$ cat src/rtl/bit_count_fsm.sv
// bit_count_fsm: start-triggered LSB-first population counter, one bit per clock
module bit_count_fsm #(
  parameter int WIDTH = 16,
  parameter int CNT_W = $clog2(WIDTH + 1)
) (
  input  logic             clk,
  input  logic             rst_n,
  input  logic             start,
  input  logic [WIDTH-1:0] d,
  output logic [CNT_W-1:0] out,
  output logic             done
);
  localparam int IDX_W = $clog2(WIDTH);
  typedef enum logic [1:0] {IDLE, S0, RUN, DONE} state_t;
  state_t state, state_n;
  logic [WIDTH-1:0] sh, sh_n;
  logic [IDX_W-1:0] idx, idx_n;
  logic [CNT_W-1:0] out_n;
  always_comb begin
    state_n = state;
    sh_n = sh;
    idx_n = idx;
    out_n = out;
    case (state)
      IDLE: state_n = start ? S0 : IDLE;
      S0: begin
        sh_n = d;
        idx_n = '0;
        out_n = '0;
        state_n = start ? S0 : RUN;
      end
      RUN: begin
        // an abort discards this cycle's bit; S0 clears the count next edge
        if (start) state_n = S0;
        else begin
          out_n = out + {{(CNT_W-1){1'b0}}, sh[0]};
          sh_n = sh >> 1;
          idx_n = idx + 1'b1;
          state_n = (idx == IDX_W'(WIDTH - 1)) ? DONE : RUN;
        end
      end
      DONE: state_n = start ? S0 : DONE;
      default: state_n = IDLE;
    endcase
  end
  always_ff @(posedge clk or negedge rst_n) begin
    if (!rst_n) begin
      state <= IDLE;
      sh <= '0;
      idx <= '0;
      out <= '0;
      done <= 1'b0;
    end else begin
      state <= state_n;
      sh <= sh_n;
      idx <= idx_n;
      out <= out_n;
      done <= (state_n == DONE);
    end
  end
endmodule

$ cat config.mk
export PLATFORM = sky130hd
export DESIGN_NAME = bit_count_fsm
export DESIGN_NICKNAME = d
export VERILOG_FILES = /design/src/rtl/bit_count_fsm.sv
export SDC_FILE = /design/constraint.sdc
export NUM_CORES = 1
export LEC_CHECK = 0
export CELL_PAD_IN_SITES_DETAIL_PLACEMENT = 1
export CELL_PAD_IN_SITES_GLOBAL_PLACEMENT = 1
export CORE_ASPECT_RATIO = 1.2
export CORE_UTILIZATION = 40
export DETAILED_ROUTE_END_ITERATION = 6
export PLACE_DENSITY_LB_ADDON = 0.25
export SLEW_MARGIN = 10
export SYNTH_ARGS = -nofsm -noshare
export SYNTH_HDL_FRONTEND = slang
export SYNTH_SLANG_ARGS = --single-unit
$ cat constraint.sdc
create_clock -name clk -period 1.6 [get_ports clk]
set_input_delay 0.24 -clock clk [delete_from_list [all_inputs] [get_ports clk]]
set_output_delay 0.24 -clock clk [all_outputs]
set_load 0.005 [all_outputs]
==> results.sh, run 1 <==
export IMPL_cts_made_buffers=3
export IMPL_cpPeakStageDelay_ps=430
export IMPL_synthTopCellsByArea="dfrtp_1 (48%), mux2i_1 (12%), o211ai_1 (7.7%), or3_1 (6.9%), o21ai_0 (5.9%)"
export IMPL_dr_pass1_iters=6
export IMPL_power_density_nw_per_um2=849.7
export IMPL_ant_nets=0
export IMPL_hold_viol=0
export IMPL_required_ps=1790
export IMPL_synth_seq_area_share_pct=48.19
export IMPL_antenna_found_initial=0
export IMPL_dr_total_vias=1188
export IMPL_cpMaxStageDelayCell="dfrtp_1"
export IMPL_grt_pass1_vias=1230
export IMPL_critPathTopFamily="flip-flops"
export IMPL_htree_num_levels=1
export IMPL_fp_dieW_um=57.04
export IMPL_p_sw_mw=0.4348
export IMPL_clkPwrFrac_pct=24.8
export IMPL_track_usage_pct=20.13
export IMPL_hold_path_class="in2async"
export IMPL_path_class="reg2reg"
export IMPL_core_um2=3396
export IMPL_synth_edff_count=0
export IMPL_grt_first_pass_wirelength_mm=5.982
export IMPL_top_level_ports=25
export IMPL_rr_startpoint="out[0]"
export IMPL_critPathCaptureType="register"
export IMPL_clockRootBuffer="clkbuf_8"
export IMPL_vdd_drop_max_mv=0.3222
export IMPL_final_setup_viol_count=0
export IMPL_drive_gt1_share_pct=10.59
export IMPL_drv_cap=0
export IMPL_yosys_area_top_type_share_pct=48.19
export IMPL_synth_seq_cells=28
export IMPL_yosysMostFrequentCell="dfrtp_1"
export IMPL_grt_overflow_total=0
export IMPL_syn2layout_area_growth_pct=25.73
export IMPL_multi_input_area_um2=716.9
export IMPL_cts_tree="yes"
export IMPL_std_cell_rows=23
export IMPL_p_seq_share_pct=55.2
export IMPL_cts_sinks=28
export IMPL_clkLatencyLatePin_ps=270
export IMPL_via_per_inst=5.739
export IMPL_grt_max_degree=29
export IMPL_power_total_mw=1.553
export IMPL_fillCellCount=398
export IMPL_final_max_slew_violation_count=0
export IMPL_portBuffers=24
export IMPL_insertedDiodeCount=0
export IMPL_path_cells="ha_4 -> ha_1 -> nor4bb_2 -> buf_4 -> nand3_1 -> mux2i_1"
export IMPL_seqCellArea_um2=700.7
export IMPL_initialDrtViolationCount=38
export IMPL_p_int_mw=1.118
export IMPL_start_util_pct=42.82
export IMPL_p_leak_nw=0.8128
export IMPL_die_area_um2=3881
export IMPL_relSlewSlack_pct=58.00
export IMPL_route_detailed_drc=2
export IMPL_hold_buffers=0
export IMPL_fmax_mhz=666.5
export IMPL_syn_nets=167
export IMPL_fin_ws_ps=99.73
export IMPL_path_clk_slew_ps=100
export IMPL_synth_cell_types=22
export IMPL_cp_max_fo=3
export IMPL_synthArstFlopShare_pct=100.0
export IMPL_dp_final_hpwl_mm=2.453
export IMPL_startpoint="out[0]"
export IMPL_nets=194
export IMPL_violations="DRC"
export IMPL_avgSynthCellArea_um2=10.03
export IMPL_drt_wl_total_mm=3.432
export IMPL_hold_ws_ps=345.2
export IMPL_synth_area_um2=1454
export IMPL_fin_worst_skew_ps=4.475
export IMPL_wire_per_inst_um=16.58
export IMPL_path_buf_inv=1
export IMPL_die_h_um=68.04
export IMPL_ys_warn_count=0
export IMPL_post_place_ws_ps=-316.4
export IMPL_synthCells=145
export IMPL_critPathLaunchType="register"
export IMPL_worstMarginPinSlew_ps=629.4
export IMPL_yosys_area_top_type="dfrtp_1"
export IMPL_fin_crit_ps=1500
export IMPL_synth_common_cells="dfrtp_1 (28), mux2i_1 (18), o21ai_0 (17)"
export IMPL_combPwrFrac_pct=20.1
export IMPL_switching_share_pct=28.00
export IMPL_period_share_pct=93.77
export IMPL_max_clock_path_buffers=2
export IMPL_placed_area_um2=1758
export IMPL_ys_flop_type="dfrtp_1"
export IMPL_status="finished with violations"
export IMPL_cp_arrival_ps=1690
export IMPL_final_area_um2=1828
export IMPL_gp_congestion=0.7611
-- worst reg2reg max path: stages, from the launching register on --
cell      delay, ps
dfrtp_1         430
ha_4            160
ha_1            140
nor4bb_2        260
buf_4           150
nand3_1          90
mux2i_1         190
-- registers in the layout, indices dropped and copies added, names as in the netlist --
register,count
out,5
done,1
sh,16
idx,4
state,2
-- layout by cell type, fill, tap and decap left out --
| cell | count |
|---|---|
| a21oi_1 | 1 |
| and3_1 | 1 |
| buf_4 | 11 |
| clkbuf_8 | 3 |
| clkdlybuf4s50_1 | 24 |
| dfrtp_1 | 28 |
| ha_1 | 2 |
| ha_4 | 1 |
| mux2i_1 | 18 |
| nand2_1 | 12 |
| nand2b_1 | 2 |
| nand3_1 | 7 |
| nand4_1 | 1 |
| nor2_1 | 4 |
| nor2_2 | 1 |
| nor2b_1 | 1 |
| nor3b_2 | 1 |
| nor4bb_2 | 1 |
| o211ai_1 | 15 |
| o21ai_0 | 17 |
| o21ai_1 | 1 |
| or3_1 | 16 |
| or3b_1 | 1 |
| xnor2_1 | 1 |
-- final timing paths --
path                       slack (ps)      to  cells past startpoint
max                               100  out[4]                      6
min                               350  idx[0]                      2
max reg2reg                       100  out[4]                      6
min reg2reg                       500  out[3]                      1
max in group asynchronous         980  sh[10]                      2
min in group clk                  480  sh[15]                      3
-- metrics by stage --
step | cells | util (%) | TNS [ps]
floorplan | 145 | - | 0
finish | 207 | 53.83 | 0
global placement | 203 | 51.77 | -3433
global route | 207 | 53.83 | -5.082
detailed placement | 203 | 51.77 | -4444
CTS | 206 | 53.06 | 0
-- final cells by class --
cell class | count | area share [%]
Clock buffer | 3 | 2.259
Multi-Input combinational cell | 104 | 39.22
Sequential cell | 28 | 38.33
Tap cell | 37 | 2.533
Timing Repair Buffer | 35 | 17.66
-- layer usage --
layer  vias to the layer above  share of wire, %  global-route usage [%]
met5                         -                 0                       0
met2                        18                53                   36.32
met3                         2               2.5                   2.268
met1                       593                44                   25.27
met4                         0              0.52                   6.402
li1                        575                 -                       -
-- cell families after synthesis --
family                     after synthesis  synth area share (%)
adders and majority gates                3                 2.582
xor gates and xnor gates                 1                0.6025
AOI/OAI and AO/OA                       34                 14.29
muxes                                   18                 12.39
and+or+nand+nor                         48                 17.99
buffers and inverters                   13                 3.959
DFF                                     28                 48.19
-- power by group through the flow --
stage               clock network, mW  logic [mW]  registers [mW]
finish                          0.385       0.312           0.857
global route                    0.420       0.355           0.869
CTS                             0.404       0.306           0.856
detailed placement                  0       0.302           0.868
global placement                    0       0.287           0.861
floorplan                           0       0.186           0.845
-- repair_timing --
action / CTS / global route
hold endpoints to repair: 0 / 0
setup buffers: 0 / 1
gates resized for setup: 1 / 3
pin swaps: 0 / 1
endpoints found under the setup margin: 9 / 2
Power figures use the tool's default switching activity.
==> inputs of run 2 (changes only) <==
SLEW_MARGIN = 20   (was 10)
==> results of run 2 <==
No change in the layout: final DEF, timing and power equal those of run 1.
